$ cat config.mk
export PLATFORM = sky130hd
export DESIGN_NAME = lc3_mem_access_flat
export DESIGN_NICKNAME = d
export VERILOG_FILES = /design/src/rtl/lc3_pkg.sv /design/src/rtl/lc3_mem_access_if.sv /design/src/rtl/lc3_mem_access.sv /design/src/flat_wrapper.sv
export SDC_FILE = /design/constraint.sdc
export NUM_CORES = 1
export LEC_CHECK = 0
export ABC_AREA = 1
export BUFFER_PORTS_ARGS = -buffer_cell sky130_fd_sc_hd__buf_2
export CELL_PAD_IN_SITES_DETAIL_PLACEMENT = 1
export CELL_PAD_IN_SITES_GLOBAL_PLACEMENT = 1
export CORE_UTILIZATION = 30
export DETAILED_ROUTE_END_ITERATION = 8
export HOLD_SLACK_MARGIN = 0.15
export PLACE_DENSITY_LB_ADDON = 0.25
export SYNTH_ARGS = -nofsm -noshare
export SYNTH_HDL_FRONTEND = slang
export SYNTH_SLANG_ARGS = --single-unit
$ cat constraint.sdc
create_clock -name clk -period 1.3 [get_ports clk]
set_input_delay 0.195 -clock clk [delete_from_list [all_inputs] [get_ports clk]]
set_output_delay 0.195 -clock clk [all_outputs]
set_load 0.005 [all_outputs]
$ cat src/rtl/lc3_pkg.sv
// lc3_pkg: command and access-FSM encodings shared by the LC3-2 controller and memory access unit
package lc3_pkg;
  typedef enum logic [2:0] {
    READ_MEM       = 3'd0,
    READ_MEM_INDIR = 3'd1,
    WRITE_MEM      = 3'd2,
    INIT_STATE     = 3'd3
  } mem_state_t;
  typedef enum logic [2:0] {IDLE, RD, IND1, WR, DONE, HOLD} acc_state_t;
  // codes 4-7 carry no command and behave like INIT_STATE
  function automatic mem_state_t decode_cmd(input logic [2:0] c);
    return (c > 3'd3) ? INIT_STATE : mem_state_t'(c);
  endfunction
endpackage

$ cat src/rtl/lc3_mem_access_if.sv
// lc3_mem_access_if: controller command plus request/acknowledge data-memory port
interface lc3_mem_access_if #(
  parameter int ADDR_W = 16,
  parameter int DATA_W = 16
);
  logic [2:0]        mem_state;
  logic [ADDR_W-1:0] M_Addr;
  logic [DATA_W-1:0] M_Data;
  logic [DATA_W-1:0] Data_dout;
  logic              Data_ack;
  logic [ADDR_W-1:0] Data_addr;
  logic [DATA_W-1:0] Data_din;
  logic              Data_rd;
  logic              Data_req;
  logic [DATA_W-1:0] memout;
  logic              complete_data;
  modport slave (
    input  mem_state, M_Addr, M_Data, Data_dout, Data_ack,
    output Data_addr, Data_din, Data_rd, Data_req, memout, complete_data
  );
  modport master (
    output mem_state, M_Addr, M_Data, Data_dout, Data_ack,
    input  Data_addr, Data_din, Data_rd, Data_req, memout, complete_data
  );
endinterface

$ cat src/rtl/lc3_mem_access.sv
// lc3_mem_access: direct, indirect and write data-memory accesses with a one-cycle completion pulse
module lc3_mem_access
  import lc3_pkg::*;
#(
  parameter int ADDR_W = 16,
  parameter int DATA_W = 16
) (
  input  logic clk,
  input  logic rst,
  lc3_mem_access_if.slave bus
);
  acc_state_t        state_q, state_d;
  logic [ADDR_W-1:0] addr_q, addr_d;
  logic [DATA_W-1:0] data_q, data_d;
  logic [DATA_W-1:0] memout_q, memout_d;
  mem_state_t        cmd;
  assign cmd = decode_cmd(bus.mem_state);
  always_ff @(posedge clk or negedge rst) begin
    if (!rst) begin
      state_q  <= IDLE;
      addr_q   <= '0;
      data_q   <= '0;
      memout_q <= '0;
    end else begin
      state_q  <= state_d;
      addr_q   <= addr_d;
      data_q   <= data_d;
      memout_q <= memout_d;
    end
  end
  always_comb begin
    state_d  = state_q;
    addr_d   = addr_q;
    data_d   = data_q;
    memout_d = memout_q;
    case (state_q)
      IDLE: if (cmd != INIT_STATE) begin
        addr_d  = bus.M_Addr;
        data_d  = bus.M_Data;
        state_d = (cmd == READ_MEM) ? RD : (cmd == READ_MEM_INDIR) ? IND1 : WR;
      end
      IND1: if (bus.Data_ack) begin
        addr_d  = ADDR_W'(bus.Data_dout);
        state_d = RD;
      end
      RD: if (bus.Data_ack) begin
        memout_d = bus.Data_dout;
        state_d  = DONE;
      end
      WR:      state_d = bus.Data_ack ? DONE : WR;
      DONE:    state_d = HOLD;
      // a command held by the controller must not restart the access
      HOLD:    state_d = (cmd == INIT_STATE) ? IDLE : HOLD;
      default: state_d = IDLE;
    endcase
  end
  assign bus.Data_req      = state_q inside {RD, IND1, WR};
  assign bus.Data_rd       = state_q != WR;
  assign bus.Data_addr     = addr_q;
  assign bus.Data_din      = data_q;
  assign bus.memout        = memout_q;
  assign bus.complete_data = state_q == DONE;
endmodule

$ cat src/flat_wrapper.sv
// flat-port wrapper written by rule: the top's interface ports become plain ports
module lc3_mem_access_flat import lc3_pkg::*;
#(
  parameter int ADDR_W = 16,
  parameter int DATA_W = 16
)
  (clk, rst, bus_mem_state, bus_M_Addr, bus_M_Data, bus_Data_dout, bus_Data_ack, bus_Data_addr, bus_Data_din, bus_Data_rd, bus_Data_req, bus_memout, bus_complete_data);
  lc3_mem_access_if #(.ADDR_W(ADDR_W), .DATA_W(DATA_W)) bus_i ();
  input  logic clk;
  input  logic rst;
  input wire logic [$bits(bus_i.mem_state)-1:0] bus_mem_state;
  input wire logic [$bits(bus_i.M_Addr)-1:0] bus_M_Addr;
  input wire logic [$bits(bus_i.M_Data)-1:0] bus_M_Data;
  input wire logic [$bits(bus_i.Data_dout)-1:0] bus_Data_dout;
  input wire logic [$bits(bus_i.Data_ack)-1:0] bus_Data_ack;
  output wire logic [$bits(bus_i.Data_addr)-1:0] bus_Data_addr;
  output wire logic [$bits(bus_i.Data_din)-1:0] bus_Data_din;
  output wire logic [$bits(bus_i.Data_rd)-1:0] bus_Data_rd;
  output wire logic [$bits(bus_i.Data_req)-1:0] bus_Data_req;
  output wire logic [$bits(bus_i.memout)-1:0] bus_memout;
  output wire logic [$bits(bus_i.complete_data)-1:0] bus_complete_data;
  assign bus_i.mem_state = bus_mem_state;
  assign bus_i.M_Addr = bus_M_Addr;
  assign bus_i.M_Data = bus_M_Data;
  assign bus_i.Data_dout = bus_Data_dout;
  assign bus_i.Data_ack = bus_Data_ack;
  assign bus_Data_addr = bus_i.Data_addr;
  assign bus_Data_din = bus_i.Data_din;
  assign bus_Data_rd = bus_i.Data_rd;
  assign bus_Data_req = bus_i.Data_req;
  assign bus_memout = bus_i.memout;
  assign bus_complete_data = bus_i.complete_data;
  lc3_mem_access #(.ADDR_W(ADDR_W), .DATA_W(DATA_W)) u_core (.clk(clk), .rst(rst), .bus(bus_i));
endmodule
---- After elaboration in Yosys (flattened, before gate mapping) ----
Cells that the tools add are included.
storage, ports and cells
  register bits after elaboration ......... 51
  output and inout port bits .............. 51
  word-level logic and storage cells ...... 37
cells by class
  magnitude comparators ................... 1
  eq/ne operators ......................... 12
  mux-type cells .......................... 12
  reductions and logical operators ........ 8
operators by type and width
  cell                count
  $mux 16             2
  $pmux 16 s2         1
  $mux 3              7
  $pmux 3 s6          1
  $eq 3x2->1 const B  3
  $eq 3x1->1 const B  2
  $eq 3x3->1 const B  2
  $logic_not 3->1     2
  $ne 3x2->1 const B  2
  $reduce_and 3->1    2
  $ne 2x2->1 const B  2
  $reduce_and 2->1    2
  $gt 3x2->1 const B  1
  $reduce_bool 3->1   1
  $ne 2x1->1 const B  1
  $reduce_bool 2->1   1
  $mux 1              1

---- Longest topological paths before layout ----
  word-level depth ........................ 7
  gate-level depth with buffers ........... 9
  mapped depth without buffers ............ 7

---- Worst setup path after synthesis ----
Ideal clock, no wire load.
  kind .................................... reg-to-reg
  from .................................... reg u_core.state_q[2]
  to ...................................... reg u_core.addr_q[2], in the netlist u_core.bus.Data_addr[2]
  setup time .............................. 0.117 ns
  arrival ................................. 1.106 ns
  required time ........................... 1.183 ns
  setup slack ............................. 0.077 ns
  stages on the path, launching flop included .. 8
  path buffers ............................ 1
  period minus slack after synthesis ...... 1.223 ns
  cell sequence ........................... dfrtp_1 > nor2_4 > nand2_4 > inv_4 > nand2_4 > buf_2 > nand3_1 > nand2_1
on the way
  word-level cells in the longest chain between the ends .. 3
RTL lines
  item                                                       line                  RTL
  from (decl)                                                lc3_mem_access.sv:12  acc_state_t state_q, state_d;
  from (signal assigned)                                     lc3_mem_access.sv:25  state_q <= state_d;
  $eq 3x2->1 or $logic_not 3->1 (tied branches)              lc3_mem_access.sv:36  case (state_q)
  $ne 2x2->1 (no source line), or another cell as far along  --
  $reduce_and 3->1 (no source line)                          --
  to (signal assigned)                                       lc3_mem_access.sv:26  addr_q <= addr_d;
  to (decl)                                                  lc3_mem_access.sv:13  logic [ADDR_W-1:0] addr_q, addr_d;
Several ways; a longest one is shown, not always the timed one.
A chain may end at the register's enable or synchronous reset.

---- Worst setup path after layout ----
  from .................................... reg u_core.state_q[2]
  to ...................................... out bus_complete_data
on the way
  word-level cells in the longest chain between the ends .. 1
RTL lines
  item        line                  RTL
  $eq 3x3->1  lc3_mem_access.sv:62  assign bus.complete_data = state_q == DONE;
  to (decl)   flat_wrapper.sv:21    output wire logic [$bits(bus_i.complete_data)-1:0] bus_complete_data;
No other way between the ends.

==> flow_summary.ini <==
[clock_network]
cts_tree = built
cts_max_level = 2
worstSkewPairLatency_ns = 0.30
cts.sinks = 51
cts-buffers-inserted = 5
cts_max_path_buffers = 2
cts_root_buffer = clkbuf_8
clk_pin_slew_worst_paths_ns = 0.10

[synth]
synthSimpleGateAreaFrac_pct = 30.41
synth.area.top_cells = dfrtp_1 55%, nand2_1 18%, nand3_1 7.8%
postSynthCellCount = 285
synth_seq_cells = 51
synth_edf_count = 0
synthMuxAreaShare_pct = 0
synth-xor-area-share_pct = 0
syn_avg_cell_area_um2 = 8.157
syn_nets = 339
yosys.cell_count.top_type = nand2_1
synth-adder-area-share_pct = 0
synth-warning-count = 0
ys_seq_area_share_pct = 54.90
synth_top_area_share_pct = 54.90
synthFlopType = dfrtp_1
synth_cell_types = 20
synth_compound_area_share_pct = 7.535
synth_top_cell_by_area = dfrtp_1
synth-async-reset-ratio_pct = 100.0
synth_common_cells = 109 x nand2_1, 51 x dfrtp_1, 36 x nand3_1, 31 x o21ai_0, 21 x inv_1
netlist_area_um2 = 2325
synth_top_family_by_area = simple AND/OR/NAND/NOR gates

[worst_setup_path]
critPathArrivalTime_ns = 1.15
cp-end-kind = output pin
critPathLaunchType = flop
required_ns = 1.11
path_class = flop to output pin
cp_max_fo = 3

[routing]
first_pass_iters = 4
drt_iter0_drc = 69
vias_per_cell = 4.596
vias = 2399
wl_um = 7494
wl_per_cell_um = 14.36
drc = 0
ant_nets = 0

[global_routing]
grt_pass1_vias = 2417
grt_pass1_wl_um = 11360
antenna_found_initial = 0
grt-ovfl-total = 0
grtUsageTotal_pct = 17.18
grt_max_degree = 52

[sta]
max-slew-margin-rel_pct = 81.19
setup_violations = 46
timing.final.crit_period_ns = 1.344
finalClockSkew_ns = 0.007804
fin_hold_ws_ns = 0.1604
fmax_ghz = 0.7439
finalHoldViolations = 0
finalSetupTns_ns = -0.9091
rsz0062_at_grt = true
period_share_pct = 103.4
tightest_slew_ns = 0.2822
slew_viol_final = 0
fin_ws_ns = -0.04434

[placed_design]
gp_congestion = 0.7239
post_dp_cell_area_um2 = 3055
numPortBuffers = 104
place_hpwl_um = 4822

[final_layout]
seq_area_um2 = 1277
fin_area_um2 = 3591
diodes = 0
drive_gt1_share_pct = 38.53
fillers = 918
multi_input_area_um2 = 974.7
layout.nets = 476
syn2layout_area_growth_pct = 54.47

[floorplan]
start_util_pct = 31.54
coreArea_um2 = 7370
chipHeight_um = 90.03
pin_count = 105
die_x_um = 90.03
die_area_um2 = 8105
placementRows = 31

[pwr]
max-vdd-ir-drop_mv = 0.7884
total_power_uw = 7322
p_per_area_nw_per_um2 = 2039
leakage_uw = 0.002015

[status]
status = finished with violations
violations = negative setup slack

[hold_path]
hold_class = primary input to flop

[job]
cap_violations = 0
-- metal layers --
metal	vias up	routed length, um	share of wire, %	GRT usage, %
li1	1174	-	-	-
met1	1144	3164	42	21.91
met2	76	3868	52	29.77
met3	5	409	5.5	4.061
met4	0	51	0.68	3.226
met5	-	0	0	0
-- report_power, final --
group	switching, uW	total (uW)	internal, uW
logic	1920	3660	1750
clock network	533	910	378
registers	425	2750	2320
total	2880	7320	4450
-- cells in the final DEF (no fill, tap or decap), drive strengths merged --
| cell type | netlist | routed |
|---|---|---|
| o21ai | 34 | 34 |
| a21oi | 1 | 1 |
| nand3 | 38 | 38 |
| and2 | 1 | 1 |
| clkinv | 0 | 1 |
| nor2 | 7 | 7 |
| dlygate4sd3 | 0 | 19 |
| dfrtp | 51 | 51 |
| buf | 11 | 121 |
| nand2 | 113 | 113 |
| clkbuf | 3 | 10 |
| clkinvlp | 0 | 1 |
| inv | 24 | 24 |
| nor3 | 2 | 2 |
-- through the flow --
| step | setup WS, ns | cells | utilization (%) |
|---|---|---|---|
| after floorplan | 0.07710 | 285 | - |
| after global placement | 0.04507 | 487 | 41.46 |
| after detailed placement | 0.01590 | 487 | 41.46 |
| after CTS | -0.04976 | 516 | 45.74 |
| after global routing | -0.1313 | 522 | 48.73 |
| final | -0.04434 | 522 | 48.73 |
-- worst paths after layout --
check	start	to	slack (ns)	cells after the start
worst min-delay path	bus_Data_dout[1]	u_core.bus.memout[1]	0.16	3
worst max register to register	u_core.state_q[2]	u_core.bus.memout[5]	-0.04	7
worst max-delay path	u_core.state_q[2]	bus_complete_data	-0.04	4
max in group asynchronous	rst	u_core.state_q[0]	0.64	3
worst min register to register	u_core.bus.Data_din[10]	u_core.bus.Data_din[10]	0.48	2
min in group asynchronous	rst	u_core.bus.Data_din[3]	0.43	3
-- state kept, by name, indices dropped and copies added, names as in the netlist --
name	cells
u_core.state_q	3
u_core.bus.Data_din	16
u_core.bus.memout	16
u_core.bus.Data_addr	16
-- repair_timing --
item / in CTS / in global routing
hold buffers: 19 / 0
cloned: 0 / 6
gates resized for setup: 10 / 44
setup buffers: 2 / 0
endpoints found under the setup margin: 4 / 54
hold endpoints to repair: 69 / 0
pin swaps: 3 / 5
-- kinds of logic after synthesis --
logic type             Yosys count
AND/OR/NAND/NOR                161
flip-flops                      51
AO/OA/AOI/OAI                   35
buffers and inverters           38
-- worst max-delay path, cell delays in order (launching register included) --
cell,delay [ns]
dfrtp_1,0.37
buf_4,0.14
inv_1,0.06
nor3_2,0.15
buf_2,0.13
-- area by class of cell --
type	count	area share (%)
repair buffers	144	28.82
clock buffers	6	2.021
multi-input cells	196	27.14
well taps	99	3.449
clock inverters	2	0.3484
flip-flops and latches	51	35.58
inverters	24	2.648
Note: power is estimated with default switching activity, not from simulation.
